==> src/rtl/priority_grant_scheduler.sv <==
// Priority grant scheduler: 8 requesters, 2-bit stored priority, age promotion
// to top priority after AGE_LIMIT lost handshakes, round-robin tie-break, and a
// registered valid/ready grant that is held until accepted.
module priority_grant_scheduler #(
    parameter int unsigned AGE_LIMIT = 7
) (
    input  logic       clk,
    input  logic       reset,
    input  logic [7:0] req,
    input  logic [1:0] priorityIn0,
    input  logic [1:0] priorityIn1,
    input  logic [1:0] priorityIn2,
    input  logic [1:0] priorityIn3,
    input  logic [1:0] priorityIn4,
    input  logic [1:0] priorityIn5,
    input  logic [1:0] priorityIn6,
    input  logic [1:0] priorityIn7,
    input  logic       grant_ready,
    output logic       grant_valid,
    output logic [2:0] grant_id,
    output logic [7:0] grant_onehot,
    output logic [1:0] grant_priority,
    output logic       grant_aged
);

    localparam int unsigned N   = 8;
    localparam int unsigned IDW = 3;
    localparam int unsigned PW  = 2;
    localparam int unsigned AW  = 4;
    localparam logic [AW-1:0] AGE_MAX = '1;
    localparam logic [AW-1:0] AGE_LIM = AW'(AGE_LIMIT);
    localparam logic [PW-1:0] PRI_TOP = '1;

    typedef enum logic {
        IDLE  = 1'b0,
        GRANT = 1'b1
    } state_e;

    state_e         state_q, state_d;
    logic           valid_q, valid_d;
    logic [IDW-1:0] id_q, id_d;
    logic [N-1:0]   onehot_q, onehot_d;
    logic [PW-1:0]  pri_q, pri_d;
    logic           aged_q, aged_d;
    logic [IDW-1:0] rr_q, rr_d;
    logic [AW-1:0]  age_q [N];
    logic [AW-1:0]  age_d [N];

    logic [PW-1:0]  pri_in   [N];
    logic [PW-1:0]  eff_pri  [N];
    logic [N-1:0]   is_aged;
    logic [IDW-1:0] scan_idx;
    logic [IDW-1:0] win_id;
    logic [PW-1:0]  win_pri;
    logic           win_found;
    logic           handshake;

    assign pri_in[0] = priorityIn0;
    assign pri_in[1] = priorityIn1;
    assign pri_in[2] = priorityIn2;
    assign pri_in[3] = priorityIn3;
    assign pri_in[4] = priorityIn4;
    assign pri_in[5] = priorityIn5;
    assign pri_in[6] = priorityIn6;
    assign pri_in[7] = priorityIn7;

    assign handshake = (state_q == GRANT) && grant_ready;

    // Effective priority: aged entries are promoted to the top level
    always_comb begin
        for (int i = 0; i < N; i++) begin
            is_aged[i] = (age_q[i] >= AGE_LIM);
            eff_pri[i] = is_aged[i] ? PRI_TOP : pri_in[i];
        end
    end

    // Winner search in round-robin order; strict '>' keeps the first-found entry on ties
    always_comb begin
        win_id    = rr_q;
        win_pri   = '0;
        win_found = 1'b0;
        scan_idx  = rr_q;
        for (int k = 0; k < N; k++) begin
            scan_idx = rr_q + IDW'(k);
            if (req[scan_idx] && (!win_found || (eff_pri[scan_idx] > win_pri))) begin
                win_found = 1'b1;
                win_id    = scan_idx;
                win_pri   = eff_pri[scan_idx];
            end
        end
    end

    // Next-state, grant payload, round-robin pointer and age counters
    always_comb begin
        state_d  = state_q;
        valid_d  = valid_q;
        id_d     = id_q;
        onehot_d = onehot_q;
        pri_d    = pri_q;
        aged_d   = aged_q;
        rr_d     = rr_q;
        for (int i = 0; i < N; i++) begin
            age_d[i] = age_q[i];
        end

        case (state_q)
            IDLE: begin
                if (req != '0) begin
                    state_d  = GRANT;
                    valid_d  = 1'b1;
                    id_d     = win_id;
                    onehot_d = N'(1) << win_id;
                    pri_d    = win_pri;
                    aged_d   = is_aged[win_id] && (pri_in[win_id] != PRI_TOP);
                end
            end
            GRANT: begin
                if (grant_ready) begin
                    state_d  = IDLE;
                    valid_d  = 1'b0;
                    id_d     = '0;
                    onehot_d = '0;
                    pri_d    = '0;
                    aged_d   = 1'b0;
                    rr_d     = id_q + IDW'(1);
                end
            end
            default: state_d = IDLE;
        endcase

        for (int i = 0; i < N; i++) begin
            if (!req[i]) begin
                age_d[i] = '0;
            end else if (handshake) begin
                if (IDW'(i) == id_q) begin
                    age_d[i] = '0;
                end else if (age_q[i] != AGE_MAX) begin
                    age_d[i] = age_q[i] + AW'(1);
                end
            end
        end
    end

    // State and output registers, asynchronously cleared
    always_ff @(posedge clk or negedge reset) begin
        if (!reset) begin
            state_q  <= IDLE;
            valid_q  <= 1'b0;
            id_q     <= '0;
            onehot_q <= '0;
            pri_q    <= '0;
            aged_q   <= 1'b0;
            rr_q     <= '0;
            for (int i = 0; i < N; i++) begin
                age_q[i] <= '0;
            end
        end else begin
            state_q  <= state_d;
            valid_q  <= valid_d;
            id_q     <= id_d;
            onehot_q <= onehot_d;
            pri_q    <= pri_d;
            aged_q   <= aged_d;
            rr_q     <= rr_d;
            for (int i = 0; i < N; i++) begin
                age_q[i] <= age_d[i];
            end
        end
    end

    assign grant_valid    = valid_q;
    assign grant_id       = id_q;
    assign grant_onehot   = onehot_q;
    assign grant_priority = pri_q;
    assign grant_aged     = aged_q;

endmodule

==> config.mk <==
export PLATFORM = sky130hd
export DESIGN_NAME = priority_grant_scheduler
export DESIGN_NICKNAME = d
export VERILOG_FILES = /design/src/rtl/priority_grant_scheduler.sv
export SDC_FILE = /design/constraint.sdc
export NUM_CORES = 1
export LEC_CHECK = 0
export BUFFER_PORTS_ARGS = -buffer_cell sky130_fd_sc_hd__buf_2
export CORE_ASPECT_RATIO = 0.6
export CORE_MARGIN = 2
export CORE_UTILIZATION = 55
export CTS_CLUSTER_DIAMETER = 100
export DETAILED_ROUTE_END_ITERATION = 16
export HOLD_SLACK_MARGIN = 0.06
export PLACE_DENSITY = 0.75
export SETUP_SLACK_MARGIN = 0.3
export SYNTH_ARGS = -nofsm -noshare
export SYNTH_HDL_FRONTEND = slang
export SYNTH_SLANG_ARGS = --single-unit
==> constraint.sdc <==
create_clock -name clk -period 15.68 [get_ports clk]
set_input_delay 1.568 -clock clk [delete_from_list [all_inputs] [get_ports clk]]
set_output_delay 1.568 -clock clk [all_outputs]
set_load 0.05 [all_outputs]
==> summary.txt, run 1 <==
Status
  • Status: finished clean

Setup path
  • Crit end category: flip-flop
  • RR Startpoint: rr_q[0]$_DFFE_PN0P_
  • Crit path max fanout: 34
  • Element type at the critical path start: flip-flop
  • Crit-path most repeated cell: ha_1
  • CP peak stage delay: 480 ps
  • R2R cell count: 58
  • Crit path DAT: 12950 ps
  • Slowest-stage cell, CP: ha_1
  • Setup CP Type: flip-flop to flip-flop
  • R2R Path End: grant_aged$_DFFE_PN0P_
  • Flop-to-flop setup slack: 2910 ps
  • WP data required: 15860 ps

Global routing
  • M3 GR Usage: 0.09793
  • Largest net degree at the start of global routing: 52
  • Global Route met2 Usage: 0.4226
  • Total gr overflow: 0
  • Vias in the first global route: 4390
  • GR Util All Layers: 0.3163
  • Global route hottest layer: met1
  • Met1 GRT Util: 0.4969
  • First-pass GRT wire length: 24.13 mm
  • Initial antenna violation count: 0

Synth
  • Post-Synth XOR/XNOR Area: 0.01883
  • EDFF count, synth: 0
  • Synth Area in Adders: 0.07530
  • Synthesized area per cell: 8.933 um^2
  • Syn Inst Count: 558
  • Synth Area in Compound Gates: 0.2314
  • Post-synth top flop: dfrtp_1
  • Post-synthesis simple-gate area fraction: 0.1732
  • Largest family of logic cells by synthesized area: compound AO/OA/AOI/OAI gates
  • Yosys reg bits: 51
  • Synthesized Nets: 615
  • Unique masters post-synth: 66
  • Post-synthesis sequential area ratio: 0.2560
  • Ys async rst share: 1.000
  • Warnings from Yosys: 0
  • Mux share of post-synthesis cell area: 0.2106
  • Post-Syn Area: 4985 um^2

Floorplanning
  • Chip Height: 77.74 um
  • Row cnt: 26
  • Core Area: 8653 um^2
  • Initial core utilization: 0.5761
  • Die area: 9866 um^2
  • Die X-Extent: 126.9 um
  • Io pins: 42

Detailed routing
  • Via/cell ratio: 6.716
  • DRC viols: 0
  • Post-DRT Antenna Nets: 0
  • Post-Route WL: 15.07 mm
  • Iteration-0 DRC Markers: 505
  • DRT Pass-1 Iters: 5
  • Via count: 4735
  • DR WL/cell: 21.37 um

Worst hold path
  • Min-delay worst type: flip-flop to flip-flop
  • Hold path cells: 2
  • HP Start: grant_valid$_DFFE_PN0P_
  • Hold endpoint: grant_valid$_DFFE_PN0P_

Clock network
  • CTS clock-pin slew for the worst setup and hold paths: 70 ps
  • CTS tree: done
  • Root Driver: clkbuf_16
  • Hold buffers post-CTS: 0
  • Setup Buffers After CTS: 0
  • Clk_lat worst skew: 290 ps
  • PostCTS Resize Cnt: 0
  • H-tree levels: 2
  • Inserted Clock Buffers: 5
  • CTS max path bufs: 2
  • CTS sink cnt: 51

Run
  • Max Cap Viol: 0

STA
  • TNS Setup: 0 ps
  • Fin. Hold Viols: 0
  • Final Critical Period: 12770 ps
  • Crit share post-route: 0.8146
  • Worst Tran Pin Value: 916.6 ps
  • Slew headroom: 0.3825
  • Finish-stage setup viols: 0
  • Unrepaired setup endpoints after global routing: false
  • Final setup skew: 2.957 ps
  • Final Slew Violations: 0
  • Fmax: 78.29 MHz

Final layout
  • Final net count: 649
  • Layout area overhead: 8.484%
  • Filler cells: 745
  • Multi-input gate area: 3536 um^2
  • Register Area: 1276 um^2
  • N_diodes: 0
  • Share of layout cells above drive strength 1: 0.1821

Placement
  • Placer's final routability congestion estimate: 0.9620
  • DP HPWL: 11.91 mm
  • Input/output buffers: 41
how the worst max path moves through the flow:
stage                        startpoint                      to  depth (start not counted)
finish              rr_q[0]$_DFFE_PN0P_  grant_aged$_DFFE_PN0P_                         58
detailed placement       priorityIn6[1]  grant_aged$_DFFE_PN0P_                         56
global placement         priorityIn6[1]  grant_aged$_DFFE_PN0P_                         56
CTS                 rr_q[0]$_DFFE_PN0P_  grant_aged$_DFFE_PN0P_                         58
global route        rr_q[0]$_DFFE_PN0P_  grant_aged$_DFFE_PN0P_                         58
floorplan           rr_q[0]$_DFFE_PN0P_  grant_aged$_DFFE_PN0P_                         60
metrics by stage:
step | cell area [um^2] | worst slack, ps | std cells | hold WS [ps] | utilization
final | 5408 | 2908 | 705 | 480.1 | 0.6249
after floorplan | 4985 | 4379 | 558 | 475.3 | -
after detailed placement | 5270 | 2996 | 697 | 458.1 | 0.6090
after global routing | 5408 | 2030 | 705 | 514.2 | 0.6249
after global placement | 5270 | 3340 | 697 | 459.7 | 0.6090
after CTS | 5408 | 3203 | 705 | 482.9 | 0.6249
critical path, delay by kind of cell (launching register included):
family | cells | cell delay (ps)
DFF | 1 | 320
and+or+nand+nor | 15 | 1920
buffers and inverters | 6 | 1340
muxes | 5 | 1560
adders and majority gates | 8 | 2430
AOI/OAI and AO/OA | 24 | 5040
state kept, by name, summed over array words and instances (netlist names):
name,flops
age_q,32
grant_aged,1
grant_id,3
grant_onehot,8
grant_priority,2
grant_valid,1
rr_q,3
state_q,1
cell usage after synthesis (4+ instances only):
library cell	n	area, um^2
nand4_1	5	31.28
nand2b_1	5	31.28
nor2_1	50	187.7
nor2b_1	13	81.33
a21o_1	5	37.54
o31ai_1	9	67.56
mux2i_1	38	380.4
dfrtp_1	51	1276
clkbuf_1	9	33.78
o21ai_0	48	240.2
ha_1	30	375.4
o211ai_1	4	30.03
and2_1	6	37.54
mux2_2	19	214.0
and3_1	4	25.02
mux4_2	19	427.9
a22o_1	11	96.34
a211o_1	5	43.79
nand2_1	62	232.7
inv_1	20	75.07
a211oi_1	16	120.1
buf_2	6	30.03
nand3_1	18	90.09
xnor2_1	6	52.55
a21oi_1	30	150.1
a22oi_1	4	30.03
final cells by class:
type | instances | share of cell area
inverter | 22 | 0.01527
tap | 112 | 0.02591
timing repair buffer | 45 | 0.04350
sequential | 51 | 0.2360
clock inverter | 1 | 0.0009255
multi-input combinational | 467 | 0.6539
clock buffer | 7 | 0.02453
logic make-up (layout without fill, tap and decap cells):
logic type | after synthesis | after routing
multiplexers | 78 | 78
buffers and inverters | 40 | 75
AND/OR/NAND/NOR | 183 | 183
XOR/XNOR | 9 | 9
flip-flops | 51 | 51
adder cells (fa/ha/maj) | 30 | 30
AO/OA/AOI/OAI | 167 | 167
routing by layer:
metal / wire (um) / up-vias
met4: 153 / 0
met2: 5825 / 244
met1: 7297 / 2298
met3: 1790 / 16
li1: - / 2177
met5: 0 / -
cells in the final DEF, fill, tap and decap left out, types with 3 or more instances in the layout:
| cell | count |
|---|---|
| clkbuf_16 | 5 |
| a211oi_1 | 16 |
| buf_4 | 4 |
| a32o_1 | 3 |
| a21oi_1 | 30 |
| o21ai_0 | 48 |
| mux4_2 | 19 |
| and2_1 | 6 |
| mux2i_1 | 38 |
| nand2b_1 | 5 |
| nor2b_1 | 13 |
| and3_1 | 4 |
| o21a_1 | 3 |
| a22o_1 | 11 |
| nand2_1 | 62 |
| a211o_1 | 5 |
| a31oi_1 | 3 |
| a21o_1 | 5 |
| nor3_1 | 3 |
| o22ai_1 | 3 |
| dfrtp_1 | 51 |
| o211ai_1 | 4 |
| ha_1 | 30 |
| inv_1 | 20 |
| nor3b_1 | 3 |
| a22oi_1 | 4 |
| xnor2_1 | 6 |
| nor2_1 | 50 |
| buf_2 | 41 |
| mux2_2 | 19 |
| nand4_1 | 5 |
| nand3_1 | 18 |
| o31ai_1 | 9 |
Power of run 1 is left out: the tool's default activity adds up to more than one toggle a clock period on the data nets, which glitch-free logic cannot reach.
==> run 2: changes to the inputs <==
Settings changed: ABC_AREA from default to 1.
Clock period 15.68 ns to 12.35 ns, I/O delays scaled along.
==> summary.txt, run 2 <==
Synth
  • Synthesized area per cell: 6.375 um^2 (-29%)
  • Syn Inst Count: 778 (+39%)
  • Synthesized Nets: 835 (+36%)
  • Post-synth top area share: 0.2573 (+0.001292)
  • Yosys reg bits: 51 (unchanged)
  • Ys async rst share: 1.000 (unchanged)
  • Post-synth top flop: dfrtp_1
  • Synth top area cells: dfrtp_1 (26%), nand2_1 (18%), o21ai_0 (8.9%)
  • EDFF count, synth: 0 (unchanged)
  • Post-synthesis sequential area ratio: 0.2573 (+0.001292)
  • Warnings from Yosys: 0 (unchanged)
  • Post-Syn Area: 4960 um^2 (-0.50%)
  • Top-count cell post-synth: nand2_1
  • Unique masters post-synth: 41 (-38%)
  • Post-synth top area cell: dfrtp_1
  • Synth top cells by count: nand2_1 (244), inv_1 (113), o21ai_0 (88), nand3_1 (74), dfrtp_1 (51)

Floorplanning
  • Io pins: 42 (unchanged)
  • Initial core utilization: 0.5753 (-0.0007290)
  • Core Area: 8621 um^2 (-0.38%)
  • Row cnt: 26 (unchanged)
  • Chip Height: 77.56 um (-0.24%)
  • Die X-Extent: 126.6 um (-0.24%)
  • Die area: 9818 um^2 (-0.48%)

Global routing
  • First-pass GRT wire length: 22.76 mm (-5.7%)
  • Met1 GRT Util: 0.4378 (-0.05910)
  • Vias in the first global route: 4683 (+6.7%)
  • Largest net degree at the start of global routing: 52 (unchanged)
  • GR Util All Layers: 0.2866 (-0.02975)
  • Global Route met2 Usage: 0.4144 (-0.008142)
  • Initial antenna violation count: 0 (unchanged)
  • Global route hottest layer: met1
  • M3 GR Usage: 0.07379 (-0.02414)
  • Total gr overflow: 0 (unchanged)

Setup path
  • Critical path depth: 68 (+17%)
  • Crit path DAT: 10870 ps (-2080 ps)
  • R2R Path End: grant_aged$_DFFE_PN0P_
  • WP data required: 12530 ps (-3330 ps)
  • Crit end category: flip-flop
  • Crit-path most repeated cell: nand2_1
  • Crit path to: grant_aged$_DFFE_PN0P_
  • CP delay by family, top: simple AND/OR/NAND/NOR gates
  • RR Startpoint: rr_q[0]$_DFFE_PN0P_
  • R2R cell count: 68 (+17%)
  • CP peak stage delay: 840 ps (+360 ps)
  • Crit path max fanout: 32 (-5.9%)
  • Buffers & Inverters on Critical Path: 10 (+4)
  • Element type at the critical path start: flip-flop
  • Flop-to-flop setup slack: 1660 ps (-1250 ps)
  • Setup CP Type: flip-flop to flip-flop
  • Slowest-stage cell, CP: dfrtp_1
  • Worst Setup SP: rr_q[0]$_DFFE_PN0P_

Clock network
  • Inserted Clock Buffers: 5 (unchanged)
  • CTS max path bufs: 2 (unchanged)
  • CTS sink cnt: 51 (unchanged)
  • Setup Buffers After CTS: 0 (unchanged)
  • PostCTS Resize Cnt: 0 (unchanged)
  • Clk_lat worst skew: 290 ps (about the same)
  • Root Driver: clkbuf_16
  • H-tree levels: 2 (unchanged)
  • Hold buffers post-CTS: 0 (unchanged)
  • CTS tree: done
  • CTS clock-pin slew for the worst setup and hold paths: 70 ps (about the same)

Final layout
  • Most frequent cells in the layout: nand2_1 (244), inv_1 (113), o21ai_0 (88)
  • Commonest non-fill, non-tap cell in the layout: nand2_1
  • Final net count: 870 (+34%)
  • Share of layout cells above drive strength 1: 0.1218 (-0.06035)
  • Filler cells: 790 (+6.0%)
  • Register Area: 1276 um^2 (unchanged)
  • N_diodes: 0 (unchanged)
  • Layout area overhead: 7.946%
  • Max reg flops: 32 (unchanged)
  • Multi-input gate area: 3114 um^2 (-12%)
  • Reg with most FFs: age_q

STA
  • Finish-stage setup viols: 0 (unchanged)
  • Fin. Hold Viols: 0 (unchanged)
  • Fmax: 93.54 MHz (+19%)
  • Slew headroom: 0.3735 (-0.009031)
  • TNS Setup: 0 ps (unchanged)
  • Final Critical Period: 10690 ps (-2081 ps)
  • Final Slew Violations: 0 (unchanged)
  • Crit share post-route: 0.8657 (+0.05112)
  • Worst Tran Pin Value: 939.8 ps (+23.23 ps)
  • Unrepaired setup endpoints after global routing: false
  • Final setup skew: 8.836 ps (+5.879 ps)

Detailed routing
  • DRC viols: 0 (unchanged)
  • Post-DRT Antenna Nets: 0 (unchanged)
  • DRT Pass-1 Iters: 5 (unchanged)
  • Post-Route WL: 13.69 mm (-9.1%)
  • DR WL/cell: 14.80 um (-31%)
  • Via count: 5148 (+8.7%)
  • Iteration-0 DRC Markers: 668 (+32%)
  • Via/cell ratio: 5.565 (-17%)

Run
  • Max Cap Viol: 0 (unchanged)

Placement
  • DP HPWL: 11.08 mm (-7.0%)
  • Placer's final routability congestion estimate: 0.9912 (+3.0%)
  • Input/output buffers: 41 (unchanged)

Worst hold path
  • Min-delay worst type: flip-flop to flip-flop

Status
  • Status: finished clean
==> run 2: cell types whose count changed in the layout (fill, tap and decap cells not counted), moves of 16 or more <==
cell	before	now
a211oi_1	16	0
inv_1	20	113
mux2_2	19	0
mux2i_1	38	1
mux4_2	19	0
nand2_1	62	244
nand3_1	18	74
o21ai_0	48	88
==> run 2: area by class of cell <==
cell class | count | share of cell area
multi-input combinational | 590 | 0.5817
tap | 112 | 0.02617
inverter | 123 | 0.08717
timing repair buffer | 42 | 0.03973
clock buffer | 6 | 0.02594
clock inverter | 1 | 0.0009348
sequential | 51 | 0.2384
==> run 2: routing by layer <==
| layer | wire [um] | vias up | part of all wire |
|---|---|---|---|
| li1 | - | 2552 | - |
| met1 | 6868 | 2350 | 0.50 |
| met2 | 5218 | 228 | 0.38 |
| met3 | 1478 | 18 | 0.11 |
| met4 | 127 | 0 | 0.0093 |
| met5 | 0 | - | 0 |
==> run 2: through the flow <==
stage / std cells / utilization / setup slack (ps) / cell area, um^2 / hold slack, ps
3_5_place_dp: 918 / 0.6044 / 1886 / 5210 / 466.1
3_3_place_gp: 918 / 0.6044 / 2334 / 5210 / 457.7
2_1_floorplan: 778 / - / 3304 / 4960 / 475.3
5_1_grt: 925 / 0.6210 / 522.9 / 5354 / 500.0
6_report: 925 / 0.6210 / 1659 / 5354 / 483.7
4_1_cts: 925 / 0.6210 / 1866 / 5354 / 483.9
==> run 2: cells by family after synthesis <==
group | Yosys count | synth area share
simple gates | 421 | 0.3852
flops | 51 | 0.2573
mux | 1 | 0.002018
compound gates | 133 | 0.1456
fa+ha+maj | 30 | 0.07568
buf+inv | 137 | 0.1148
xor+xnor | 5 | 0.01943
==> run 2: worst min-delay path, delay by kind of cell (launching register included) <==
kind             cells  cell delay [ps]
and+or+nand+nor      2              100
DFF                  1              350
==> run 2: worst min-delay path by stage <==
stage                                  startpoint                             to  slack, ps  depth (start not counted)
floorplan                   age_q[13]$_DFFE_PN0P_          age_q[13]$_DFFE_PN0P_        480                          2
global placement          grant_valid$_DFFE_PN0P_        grant_valid$_DFFE_PN0P_        460                          2
detailed placement  grant_priority[1]$_DFFE_PN0P_  grant_priority[1]$_DFFE_PN0P_        470                          2
CTS                 grant_priority[1]$_DFFE_PN0P_  grant_priority[1]$_DFFE_PN0P_        480                          2
global route          grant_onehot[4]$_DFFE_PN0P_    grant_onehot[4]$_DFFE_PN0P_        500                          2
finish              grant_priority[1]$_DFFE_PN0P_  grant_priority[1]$_DFFE_PN0P_        480                          2
Power of run 2 is left out for the same reason.
==> run 3: changes to the inputs <==
Settings changed: ABC_AREA 1 to default, PLACE_DENSITY 0.75 to 0.74.
==> summary.txt, run 3 (same netlist as run 1, synthesis figures left out) <==
Worst hold path
  • Hold endpoint: grant_valid$_DFFE_PN0P_
  • HP Start: grant_valid$_DFFE_PN0P_
  • Hold path cells: 2 (unchanged)
  • Min-delay worst type: flip-flop to flip-flop

Detailed routing
  • DRT Pass-1 Iters: 5 (unchanged)
  • Post-DRT Antenna Nets: 0 (unchanged)
  • Via count: 4808 (-6.6%)
  • DRC viols: 0 (unchanged)
  • DR WL/cell: 21.34 um (+44%)
  • Post-Route WL: 15.21 mm (+11%)
  • Iteration-0 DRC Markers: 373 (-44%)
  • Via/cell ratio: 6.743 (+21%)

Setup path
  • Crit end category: flip-flop
  • R2R Path End: grant_aged$_DFFE_PN0P_
  • Element type at the critical path start: input port
  • CP peak stage delay: 560 ps (-280 ps)
  • CP delay by family, top: compound AO/OA/AOI/OAI gates
  • Crit path max fanout: 19 (-41%)
  • R2R cell count: 54 (-21%)
  • Flop-to-flop setup slack: 1170 ps (-490 ps)
  • RR Startpoint: rr_q[0]$_DFFE_PN0P_
  • Buffers & Inverters on Critical Path: 4 (-6)
  • Slowest-stage cell, CP: mux4_2
  • WP data required: 12530 ps (about the same)
  • Crit path DAT: 11460 ps (+590 ps)
  • Setup CP Type: input port to flip-flop

Clock network
  • CTS tree: done
  • CTS clock-pin slew for the worst setup and hold paths: 60 ps (about the same)
  • H-tree levels: 2 (unchanged)
  • Inserted Clock Buffers: 5 (unchanged)
  • Clk_lat worst skew: 300 ps (about the same)
  • Hold buffers post-CTS: 0 (unchanged)
  • Root Driver: clkbuf_16
  • CTS max path bufs: 2 (unchanged)
  • CTS sink cnt: 51 (unchanged)

Final layout
  • Share of layout cells above drive strength 1: 0.2329 (+0.1112)
  • Reg with most FFs: age_q
  • Layout area overhead: 13.00%
  • Fin util: 0.6510 (+0.02991)
  • Commonest non-fill, non-tap cell in the layout: nand2_1
  • Fin cells: 713 (-23%)
  • N_diodes: 0 (unchanged)
  • Most frequent cells in the layout: nand2_1 (62), dfrtp_1 (51), nor2_1 (50)
  • Max reg flops: 32 (unchanged)
  • Final net count: 658 (-24%)

STA
  • Crit share post-route: 0.9135 (+0.04781)
  • Fin. Hold Viols: 0 (unchanged)
  • Finish-stage setup viols: 0 (unchanged)
  • Unrepaired setup endpoints after global routing: false
  • Slew headroom: 0.3866 (+0.01316)
  • Final setup skew: 6.881 ps (-1.955 ps)
  • Final Critical Period: 11280 ps (+590.5 ps)
  • Fmax: 88.64 MHz (-5.2%)
  • Worst Tran Pin Value: 916.7 ps (-23.13 ps)
  • Final Slew Violations: 0 (unchanged)

Global routing
  • Global Route met2 Usage: 0.4220 (+0.007605)
  • Initial antenna violation count: 0 (unchanged)
  • Vias in the first global route: 4395 (-6.1%)
  • Largest net degree at the start of global routing: 52 (unchanged)
  • Total gr overflow: 0 (unchanged)
  • Met1 GRT Util: 0.4786 (+0.04072)
  • Global route hottest layer: met1
  • First-pass GRT wire length: 23.67 mm (+4.0%)
  • M3 GR Usage: 0.1062 (+0.03241)
  • GR Util All Layers: 0.3093 (+0.02272)

Floorplanning
  • Row cnt: 26 (unchanged)
  • Io pins: 42 (unchanged)
  • Die area: 9866 um^2 (+0.48%)
  • Die X-Extent: 126.9 um (+0.24%)
  • Core Area: 8653 um^2 (+0.38%)
  • Initial core utilization: 0.5761 (+0.0007290)
  • Chip Height: 77.74 um (+0.24%)

Placement
  • DP HPWL: 11.68 mm (+5.5%)
  • Placed cell count: 700 (-24%)
  • Input/output buffers: 41 (unchanged)
  • Placer's final routability congestion estimate: 1.026 (+3.5%)

Run
  • Max Cap Viol: 0 (unchanged)

Status
  • Status: finished clean
## run 3: cell types whose count changed in the layout (fill, tap and decap cells not counted), sizes merged, moves of 12 or more
cell	change
nand2	-206
inv	-98
nand3	-58
o21ai	-41
mux2i	+39
mux2	+19
mux4	+19
a211oi	+16
a21oi	+16
nor2b	+13
a22o	+12
buf	+12
## run 3: tightest hold or removal path: stages, from the launching register on
cell and delay, ps:
dfrtp_1 350, nand2_1 60, nand2_1 60
## run 3: worst max path at each step
stage,from,depth (start not counted),end,slack (ps)
floorplan,rr_q[0]$_DFFE_PN0P_,60,grant_aged$_DFFE_PN0P_,1050
global placement,priorityIn6[1],55,grant_aged$_DFFE_PN0P_,330
detailed placement,priorityIn6[1],55,grant_aged$_DFFE_PN0P_,-60
CTS,priorityIn5[1],55,grant_aged$_DFFE_PN0P_,340
global route,priorityIn6[1],55,grant_aged$_DFFE_PN0P_,290
finish,req[7],55,grant_aged$_DFFE_PN0P_,1070
## run 3: routing by layer
| layer | wire length [um] | vias up | part of all wire |
|---|---|---|---|
| met1 | 7019 | 2347 | 0.46 |
| met4 | 104 | 0 | 0.0068 |
| met3 | 1928 | 15 | 0.13 |
| met2 | 6159 | 257 | 0.40 |
| met5 | 0 | - | 0 |
| li1 | - | 2189 | - |
## run 3: what timing repair did
item | 4_1_cts | 5_1_grt
pin swaps | 0 | 2
setup endpoints to repair | 1 | 14
resized for setup | 2 | 28
setup buffers | 0 | 6
## run 3: metrics by stage
step	hold WS (ps)	setup WS [ps]	TNS (ps)	cell area, um^2
2_1_floorplan	475.3	1049	0	4985
3_3_place_gp	460.6	326.5	0	5293
3_5_place_dp	477.5	-58.48	-58.48	5293
4_1_cts	495.7	344.7	0	5461
5_1_grt	521.5	294.1	0	5633
6_report	496.0	1068	0	5633
## run 3: cell type report
type                            instances  area (um^2)
Fill cell                             733         3020
Sequential cell                        51         1276
Multi-Input combinational cell        467         3672
Timing Repair Buffer                   54        302.8
Clock buffer                            6        128.9
Clock inverter                          1        30.03
Inverter                               22        82.58
Tap cell                              112        140.1
Power of run 3 is left out for the same reason.
